**src/rtl/tank_vga_ctrl.sv**
```systemverilog
// ---------------------------------------------------------------------------
// tank_vga_ctrl
//   640x480 VGA renderer for a two-tank playfield.  A 50 MHz clock drives an
//   11-bit horizontal counter (two clocks per pixel, 1600 per line) and a
//   10-bit line counter (525 lines per frame).  Two 16x16 tanks and a flat
//   green background are drawn from an Avalon-MM register file.
//
// Optional build macro:
//   TANK_VGA_SHADOW_EN - when defined, rendering reads per-frame shadow copies
//                        of the tank coordinates and background that are
//                        refreshed at the start of vertical blanking, so
//                        writes never tear the frame being drawn.
//
// Ports:
//   clk          in   50 MHz system clock (only clock)
//   reset_n      in   asynchronous active-low reset
//   chipselect   in   Avalon-MM slave select
//   write        in   Avalon-MM write strobe
//   address[2:0] in   register index (0 t0x, 1 t0y, 2 t1x, 3 t1y, 4 bg, 5 ctrl)
//   writedata    in   16-bit write data
//   VGA_R/G/B    out  8-bit pixel colour (registered)
//   VGA_CLK      out  25 MHz pixel clock, equal to hcount[0]
//   VGA_HS/VS    out  active-low syncs (registered)
//   VGA_BLANK_n  out  active-low blank (registered)
//   VGA_SYNC_n   out  tied low
// ---------------------------------------------------------------------------
module tank_vga_ctrl (
  input  logic        clk,
  input  logic        reset_n,
  input  logic        chipselect,
  input  logic        write,
  input  logic [2:0]  address,
  input  logic [15:0] writedata,
  output logic [7:0]  VGA_R,
  output logic [7:0]  VGA_G,
  output logic [7:0]  VGA_B,
  output logic        VGA_CLK,
  output logic        VGA_HS,
  output logic        VGA_VS,
  output logic        VGA_BLANK_n,
  output logic        VGA_SYNC_n
);

  localparam int          NTANK    = 2;
  localparam logic [10:0] H_LAST   = 11'd1599;
  localparam logic [10:0] H_ACTIVE = 11'd1280;
  localparam logic [10:0] HS_FIRST = 11'd1312;
  localparam logic [10:0] HS_LAST  = 11'd1503;
  localparam logic [9:0]  V_LAST   = 10'd524;
  localparam logic [9:0]  V_ACTIVE = 10'd480;
  localparam logic [9:0]  VS_FIRST = 10'd490;
  localparam logic [9:0]  VS_LAST  = 10'd491;
  localparam logic [10:0] TANK_EXT = 11'd15;

  localparam logic [9:0]  T0X_RST  = 10'd64;
  localparam logic [9:0]  T0Y_RST  = 10'd224;
  localparam logic [9:0]  T1X_RST  = 10'd560;
  localparam logic [9:0]  T1Y_RST  = 10'd224;
  localparam logic [7:0]  BG_RST   = 8'h20;

  // Counters
  logic [10:0] hcount_q, hcount_d;
  logic [9:0]  vcount_q, vcount_d;
  logic        h_wrap;

  // Live register file (index 0 = tank0, 1 = tank1)
  logic [NTANK-1:0][9:0] tx_q, tx_d;
  logic [NTANK-1:0][9:0] ty_q, ty_d;
  logic [7:0]            bg_q, bg_d;
  logic                  en_q, en_d;

  // Values actually used by the renderer (live or shadow)
  logic [NTANK-1:0][9:0] rtx;
  logic [NTANK-1:0][9:0] rty;
  logic [7:0]            rbg;

  // Rendering
  logic [9:0]       px;
  logic             visible;
  logic [NTANK-1:0] hit;

  // Registered outputs
  logic [7:0] r_q, r_d, g_q, g_d, b_q, b_d;
  logic       hs_q, hs_d, vs_q, vs_d, blank_n_q, blank_n_d;

  // writedata[15:10] carries no register bits
  logic unused_wdata;
  assign unused_wdata = ^writedata[15:10];

  // ------------------------------------------------------------------ timing
  assign h_wrap = (hcount_q == H_LAST);

  always_comb begin
    hcount_d = h_wrap ? 11'd0 : hcount_q + 11'd1;
    vcount_d = vcount_q;
    if (h_wrap) begin
      vcount_d = (vcount_q == V_LAST) ? 10'd0 : vcount_q + 10'd1;
    end
  end

  // ---------------------------------------------------------- register file
  always_comb begin
    tx_d = tx_q;
    ty_d = ty_q;
    bg_d = bg_q;
    en_d = en_q;
    if (chipselect && write) begin
      case (address)
        3'd0:    tx_d[0] = writedata[9:0];
        3'd1:    ty_d[0] = writedata[9:0];
        3'd2:    tx_d[1] = writedata[9:0];
        3'd3:    ty_d[1] = writedata[9:0];
        3'd4:    bg_d    = writedata[7:0];
        3'd5:    en_d    = writedata[0];
        default: ;  // 6 and 7 are holes in the map
      endcase
    end
  end

  // ------------------------------------------------------ render source
`ifdef TANK_VGA_SHADOW_EN
  logic [NTANK-1:0][9:0] tx_sh_q, ty_sh_q;
  logic [7:0]            bg_sh_q;
  logic                  sh_load;

  // Loading from the *_q registers means a write on this same edge is
  // deferred to the next frame's snapshot.
  assign sh_load = (hcount_q == 11'd0) && (vcount_q == V_ACTIVE);

  always_ff @(posedge clk or negedge reset_n) begin
    if (!reset_n) begin
      tx_sh_q <= {T1X_RST, T0X_RST};
      ty_sh_q <= {T1Y_RST, T0Y_RST};
      bg_sh_q <= BG_RST;
    end else if (sh_load) begin
      tx_sh_q <= tx_q;
      ty_sh_q <= ty_q;
      bg_sh_q <= bg_q;
    end
  end

  assign rtx = tx_sh_q;
  assign rty = ty_sh_q;
  assign rbg = bg_sh_q;
`else
  assign rtx = tx_q;
  assign rty = ty_q;
  assign rbg = bg_q;
`endif

  // ------------------------------------------------------------ hit test
  assign px      = hcount_q[10:1];
  assign visible = (hcount_q < H_ACTIVE) && (vcount_q < V_ACTIVE);

  // 11-bit compare: tx+15 can reach 1038 without wrapping, so a tank parked
  // past the right/bottom edge simply never matches a visible pixel.
  for (genvar gi = 0; gi < NTANK; gi++) begin : g_tank
    logic [10:0] x_lo, y_lo;
    assign x_lo = {1'b0, rtx[gi]};
    assign y_lo = {1'b0, rty[gi]};
    assign hit[gi] = ({1'b0, px} >= x_lo) && ({1'b0, px} <= x_lo + TANK_EXT) &&
                     ({1'b0, vcount_q} >= y_lo) && ({1'b0, vcount_q} <= y_lo + TANK_EXT);
  end

  always_comb begin
    r_d = 8'h00;
    g_d = 8'h00;
    b_d = 8'h00;
    if (visible && en_q) begin
      if (hit[0]) begin
        r_d = 8'hFF;
      end else if (hit[1]) begin
        b_d = 8'hFF;
      end else begin
        g_d = rbg;
      end
    end
  end

  assign hs_d      = !((hcount_q >= HS_FIRST) && (hcount_q <= HS_LAST));
  assign vs_d      = !((vcount_q >= VS_FIRST) && (vcount_q <= VS_LAST));
  assign blank_n_d = visible;

  // --------------------------------------------------------------- state
  always_ff @(posedge clk or negedge reset_n) begin
    if (!reset_n) begin
      hcount_q  <= 11'd0;
      vcount_q  <= 10'd0;
      tx_q      <= {T1X_RST, T0X_RST};
      ty_q      <= {T1Y_RST, T0Y_RST};
      bg_q      <= BG_RST;
      en_q      <= 1'b1;
      r_q       <= 8'h00;
      g_q       <= 8'h00;
      b_q       <= 8'h00;
      hs_q      <= 1'b1;
      vs_q      <= 1'b1;
      blank_n_q <= 1'b0;
    end else begin
      hcount_q  <= hcount_d;
      vcount_q  <= vcount_d;
      tx_q      <= tx_d;
      ty_q      <= ty_d;
      bg_q      <= bg_d;
      en_q      <= en_d;
      r_q       <= r_d;
      g_q       <= g_d;
      b_q       <= b_d;
      hs_q      <= hs_d;
      vs_q      <= vs_d;
      blank_n_q <= blank_n_d;
    end
  end

  assign VGA_R       = r_q;
  assign VGA_G       = g_q;
  assign VGA_B       = b_q;
  assign VGA_HS      = hs_q;
  assign VGA_VS      = vs_q;
  assign VGA_BLANK_n = blank_n_q;
  assign VGA_CLK     = hcount_q[0];
  assign VGA_SYNC_n  = 1'b0;

endmodule

```
**config.mk**
```make
export PLATFORM = sky130hd
export DESIGN_NAME = tank_vga_ctrl
export DESIGN_NICKNAME = d
export VERILOG_FILES = /design/src/rtl/tank_vga_ctrl.sv
export SDC_FILE = /design/constraint.sdc
export NUM_CORES = 1
export LEC_CHECK = 0
export ABC_CLOCK_PERIOD_IN_PS = 3400
export BUFFER_PORTS_ARGS = -buffer_cell sky130_fd_sc_hd__buf_2
export CAP_MARGIN = 15
export CORE_UTILIZATION = 52
export CTS_BUF_LIST = sky130_fd_sc_hd__clkbuf_16
export CTS_CLUSTER_DIAMETER = 50
export DETAILED_ROUTE_END_ITERATION = 16
export GPL_ROUTABILITY_DRIVEN = 0
export HOLD_SLACK_MARGIN = 0.03
export PLACE_DENSITY_LB_ADDON = 0.12
export SETUP_SLACK_MARGIN = 0.2
export SLEW_MARGIN = 10
export SYNTH_ARGS = -nofsm -noshare
export SYNTH_HDL_FRONTEND = slang
export SYNTH_SLANG_ARGS = --single-unit
```
**constraint.sdc**
```tcl
create_clock -name clk -period 3.4 [get_ports clk]
set_clock_uncertainty 0.05 [all_clocks]
set_input_delay 0.17 -clock clk [delete_from_list [all_inputs] [get_ports clk]]
set_output_delay 0.17 -clock clk [all_outputs]
set_load 0.05 [all_outputs]
```
==> flow_summary.toml, run 1 <==
[die]
dieArea_mm2 = 0.0118
die_y_um = 109
die_w_um = 109
start_util = 0.541
rows = 38
io_pins = 52
design.core.area_mm2 = 0.0109

[power]
p_sw_frac = 0.359
clkPwrFrac = 0.291
p_switching_uw = 1210
cellPowerDensity_mw_per_mm2 = 521
p_int_uw = 2160
pwr-share-comb = 0.328
peakVddDrop_uv = 367
cellLeakagePower_uw = 0.00303
seqPwrFrac = 0.381

[global_routing]
antenna_found_initial = 0
grt_overflow = 0
grt_pass1_wl_mm = 21.5
grt_pass1_vias = 4184
gr-usage-all-layers = 0.245
grt_start_max_net_pins = 75

[routing]
drtIter0Drc = 264
ant_nets = 0
wl_mm = 13.3
wire_per_inst_um = 16.8
vias_per_cell = 5.55
vias = 4377
firstDrtPassIters = 4
drc = 0

[timing]
rsz0062_at_grt = "false"
tightestPinTransition_ns = 0.939
slew_headroom = 0.374
tns_ns = 0
min_period_over_period = 0.885
fin_ws_ns = 0.392
fmax_ghz = 0.332
finalHoldViolCount = 0
fin_crit_ns = 3.01
final_max_slew_viol_count = 0
setup_violations = 0

[critical_path]
critPathMaxStageDelay_ns = 0.38
cp_top_family = "simple AND/OR/NAND/NOR gates"
crit_buf_inv = 1
slowest_stage = "dfrtp_1"
critPathArrivalTime_ns = 3.20
crit_chain = "inv_1 -> ha_1 -> a211oi_2 -> nand3_1 -> xnor2_1 -> ha_1 -> nand3_1 -> nor3_1 -> a31oi_1 -> a22oi_1 -> and2_2 -> and3b_1"
criticalPathCategory = "reg -> reg"
cp_max_fo = 9
startpoint_type = "flop"
endpoint_kind = "flop"
worstPathRequired_ns = 3.59

[cts]
clk_pin_slew_worst_paths_ns = 0.07
cts_tree = "yes"
worstSkewPairLatency_ns = 0.35
cts_buffer_depth = 2
htree_levels = 3
cts_sinks = 83
post_cts_buffers = 0
root_buffer = "clkbuf_16"
numCtsBuffers = 9

[synthesis]
avgSynthCellArea_um2 = 9.67
mappedNetlistNets = 722
synth_edf_count = 0
postSynth.asyncResetShare = 1.00
yosysWarningCount = 0
synth_area_mm2 = 0.00591
synth_seq_cells = 83
ys_seq_area_frac = 0.354
synthFlopType = "dfrtp_1"
synth_cell_types = 57
synthesis.instances = 611

[flow_run]
max_cap_violations = 0

[cells_and_area]
syn_to_final_growth_pct = 9.29
filler_cell_count = 967
diodes = 0
drive_above_1_share = 0.184
final_nets = 754

[placed_design]
io_buffers = 44
dp.final_hpwl_mm = 10.1
pre_cts_ws_ns = 0.304

[run_status]
status = "finished, final reports clean"

[hold_path]
hold_class = "in -> reg"
## worst paths after layout
kind / cells past startpoint / slack (ns) / start / endpoint
max in group asynchronous: 3 / 2.08 / reset_n / g_tank[1].y_lo[5]
min in group asynchronous: 2 / 0.43 / reset_n / vcount_q[0]
max: 12 / 0.39 / g_tank[0].y_lo[0] / VGA_B[6]
min: 3 / 0.06 / writedata[7] / g_tank[0].y_lo[7]
min reg2reg: 2 / 0.43 / bg_q[5] / VGA_G[5]
max reg2reg: 12 / 0.39 / g_tank[0].y_lo[0] / VGA_B[6]
## through the flow
step	std cells	total power, uW	hold slack, ns	cell area [um2]	util
final	788	3360	0.0600	6460	0.591
after global routing	788	3590	0.0756	6460	0.591
after CTS	788	3390	0.0532	6450	0.590
after detailed placement	771	2400	0.308	6150	0.563
after global placement	771	2340	0.305	6150	0.563
after floorplan	611	2120	-0.176	5910	-
## power by group through the flow
| stage | registers [uW] | logic, uW | clock network (uW) |
|---|---|---|---|
| 4_1_cts | 1280 | 1100 | 1000 |
| 3_5_place_dp | 1300 | 1100 | 0 |
| 3_3_place_gp | 1290 | 1040 | 0 |
| 6_report | 1280 | 1100 | 979 |
| 5_1_grt | 1300 | 1240 | 1040 |
| 2_1_floorplan | 1330 | 794 | 0 |
## registers in the layout, indices dropped and copies added (netlist names)
signal / cells
hcount_q: 11
VGA_BLANK_n: 1
VGA_R: 1
bg_q: 8
g_tank.y_lo: 20
en_q: 1
VGA_G: 8
VGA_VS: 1
vcount_q: 10
VGA_HS: 1
g_tank.x_lo: 20
VGA_B: 1
## cell families (layout without fill, tap and decap cells)
| logic type | count (synthesis) | after routing | synth area share |
|---|---|---|---|
| AO/OA/AOI/OAI | 113 | 113 | 0.126 |
| XOR/XNOR | 45 | 45 | 0.0667 |
| adder cells (fa/ha/maj) | 88 | 88 | 0.186 |
| buffers and inverters | 73 | 110 | 0.0586 |
| flip-flops | 83 | 83 | 0.354 |
| multiplexers | 30 | 30 | 0.0572 |
| other | 1 | 1 | 0.000634 |
| AND/OR/NAND/NOR | 178 | 178 | 0.151 |
## Yosys cell counts (all sizes together), types with 3 or more instances
cell type | count | share of area
o21ai | 35 | 0.030
o31ai | 4 | 0.0051
a211o | 4 | 0.0059
nand3b | 3 | 0.0038
clkbuf | 8 | 0.0051
dfstp | 14 | 0.062
a2111oi | 3 | 0.0044
o211ai | 5 | 0.0064
nor3 | 23 | 0.019
a21oi | 22 | 0.019
nor2b | 4 | 0.0042
nand4 | 11 | 0.012
dfrtp | 69 | 0.29
nand2b | 3 | 0.0032
a31oi | 3 | 0.0032
xor2 | 5 | 0.0074
and4 | 3 | 0.0049
o21a | 6 | 0.0076
and2 | 6 | 0.0063
nand3 | 24 | 0.020
nor2 | 29 | 0.020
buf | 18 | 0.024
and3 | 3 | 0.0032
inv | 47 | 0.030
xnor2 | 40 | 0.059
mux2 | 30 | 0.057
nand2 | 61 | 0.040
a211oi | 10 | 0.017
ha | 88 | 0.19
a21o | 8 | 0.010
## cell type report
cell class,instances,area (um2),area share
flip-flops and latches,83,2090,0.324
multi-input cells,455,3480,0.538
clock inverters,7,65.1,0.0101
repair buffers,47,248,0.0383
clock buffers,9,225,0.0349
inverters,47,176,0.0273
well taps,140,175,0.0271
## metal layers
layer | wire length [um] | GRT usage | share of wire | vias to the layer above
met4 | 238 | 0.0869 | 0.018 | 0
met1 | 6150 | 0.321 | 0.46 | 2099
met3 | 372 | 0.0341 | 0.028 | 14
li1 | - | - | - | 2218
met2 | 6500 | 0.412 | 0.49 | 46
met5 | 0 | 0 | 0 | -
## worst register-to-register path: cells and delay by family (launching register included)
family	cells	cell delay, ns
xor gates and xnor gates	1	0.15
and+or+nand+nor	5	0.99
adders and majority gates	2	0.56
AOI/OAI and AO/OA	3	0.67
buffers and inverters	1	0.09
DFF	1	0.38
## layout by cell type, fill, tap and decap left out, types with 4 or more instances in the layout
cell | synthesis | routed
ha_1 | 88 | 88
dfrtp_1 | 69 | 69
nand2_1 | 60 | 60
inv_1 | 47 | 47
buf_2 | 1 | 43
xnor2_1 | 40 | 40
o21ai_0 | 35 | 35
mux2_2 | 29 | 29
nor2_1 | 27 | 26
nand3_1 | 24 | 24
nor3_1 | 23 | 23
a21oi_1 | 22 | 22
dfstp_2 | 14 | 14
nand4_1 | 11 | 11
clkbuf_16 | 0 | 9
a21o_1 | 8 | 8
a211oi_1 | 7 | 7
o21a_1 | 6 | 6
o211ai_1 | 5 | 5
xor2_1 | 5 | 5
o31ai_1 | 4 | 4
a211o_1 | 4 | 4
nor2b_1 | 4 | 4
inv_6 | 0 | 4
## what timing repair did
action,in CTS,in global routing
endpoints found under the setup margin,0,9
endpoints found under the hold margin,64,0
hold buffers,1,0
gates resized for setup,0,3
No activity file was read; power rests on OpenSTA's default activity.
==> inputs of run 2 (changes only) <==
Settings changed: CORE_UTILIZATION 52 to 35.
==> flow_summary.toml, run 2 (synthesis gave the netlist of run 1 again) <==
[run_status]
status = "finished, final reports clean"

[cts]
root_buffer = "clkbuf_16"
cts_tree = "yes"
htree_levels = 3
clk_pin_slew_worst_paths_ns = 0.07
worstSkewPairLatency_ns = 0.35
cts_sinks = 83
cts_buffer_depth = 2
post_cts_buffers = 0
numCtsBuffers = 9

[placed_design]
io_buffers = 44
dp.final_hpwl_mm = 10.9

[timing]
fin_crit_ns = 3.01
tightestPinTransition_ns = 0.922
fmax_ghz = 0.333
finalHoldViolCount = 0
min_period_over_period = 0.884
slew_headroom = 0.386
final_max_slew_viol_count = 0
rsz0062_at_grt = "false"
setup_violations = 0
tns_ns = 0

[global_routing]
antenna_found_initial = 0
grt_pass1_vias = 4392
grt_pass1_wl_mm = 23.6
grt_start_max_net_pins = 71
grt_overflow = 0
gr-usage-all-layers = 0.176

[cells_and_area]
post-route-util = 0.398
syn_to_final_growth_pct = 11.1
diodes = 0
final_common_cell = "ha_1"
final_nets = 755
final_cell_mix = "88 x ha_1, 69 x dfrtp_1, 60 x nand2_1, 47 x inv_1, 43 x buf_2"
drive_above_1_share = 0.185
filler_cell_count = 1653

[critical_path]
worstPathRequired_ns = 3.59
r2r_slack_ns = 0.39
rr_endpoint = "VGA_B[6]"
rr_startpoint = "g_tank[0].x_lo[0]"
critPathArrivalTime_ns = 3.20
startpoint_type = "flop"
criticalPathCategory = "reg -> reg"
cp_max_fo = 9
endpoint_kind = "flop"
r2r_cells = 12

[routing]
vias = 4401
drc = 0
firstDrtPassIters = 4
wl_mm = 14.3
vias_per_cell = 5.06
wire_per_inst_um = 16.5
ant_nets = 0
drtIter0Drc = 201

[die]
die_w_um = 132
io_pins = 52
rows = 47
die_y_um = 132
start_util = 0.358
design.core.area_mm2 = 0.0165
dieArea_mm2 = 0.0174

[power]
peakVddDrop_uv = 255
cellLeakagePower_uw = 0.00303
cellPowerDensity_mw_per_mm2 = 508

[flow_run]
max_cap_violations = 0

[hold_path]
min_to = "g_tank[0].y_lo[8]"
hold_class = "in -> reg"
worstHoldStart = "writedata[8]"
min_path_cells = 3
## run 2: critical path, stage by stage, from the launching register on
cell,delay (ns)
dfrtp_1,0.39
inv_1,0.08
ha_1,0.27
a211oi_4,0.31
nand3_1,0.14
xnor2_1,0.15
ha_1,0.30
nand3_1,0.12
nor3_1,0.31
a31oi_1,0.09
a22oi_1,0.25
and2_4,0.25
and3b_1,0.19
## run 2: cell type report
cell class / instances / area (um2) / share of cell area
tap: 220 / 275 / 0.0419
clock buffer: 9 / 225 / 0.0343
timing repair buffer: 48 / 259 / 0.0394
sequential: 83 / 2090 / 0.319
multi-input combinational: 455 / 3480 / 0.530
inverter: 47 / 176 / 0.0269
clock inverter: 7 / 58.8 / 0.00895
## run 2: per-layer routing
| metal | routed length [um] | GRT usage | part of all wire | up-vias |
|---|---|---|---|---|
| met5 | 0 | 0 | 0 | - |
| met4 | 218 | 0.0504 | 0.015 | 0 |
| met3 | 426 | 0.0415 | 0.030 | 13 |
| met2 | 6750 | 0.287 | 0.47 | 51 |
| met1 | 6940 | 0.231 | 0.48 | 2126 |
| li1 | - | - | - | 2211 |
## run 2: through the flow
step                      hold slack [ns]  setup WS [ns]  total power [uW]  instances  instance area [um2]
after floorplan                    -0.176          0.705              2120        611                 5910
after global placement              0.309          0.328              2360        850                 6250
after detailed placement            0.320          0.278              2400        850                 6250
after CTS                          0.0503          0.264              3380        867                 6550
after global routing               0.0593          0.223              3580        869                 6570
final                              0.0663          0.395              3340        869                 6570
## run 2: timing repair
item                       in CTS  in global routing
gates resized for setup         0                  4
hold endpoints to repair       57                  0
hold buffers                    1                  0
setup endpoints to repair       0                  9
## run 2: how the worst max path moves through the flow
stage | cells past startpoint | endpoint | startpoint | slack (ns)
2_1_floorplan | 12 | VGA_B[6] | g_tank[1].x_lo[0] | 0.71
3_3_place_gp | 11 | VGA_B[6] | g_tank[1].x_lo[0] | 0.33
3_5_place_dp | 12 | VGA_B[6] | g_tank[0].x_lo[0] | 0.28
4_1_cts | 12 | VGA_B[6] | g_tank[0].x_lo[0] | 0.26
5_1_grt | 12 | VGA_B[6] | g_tank[0].x_lo[0] | 0.22
6_report | 12 | VGA_B[6] | g_tank[0].x_lo[0] | 0.39
## run 2: power by group
part           internal (uW)  switching, uW  leakage (uW)
Clock                    505            450      0.000133
Sequential              1170            114       0.00102
Combinational            472            633       0.00188
Total                   2140           1200       0.00303
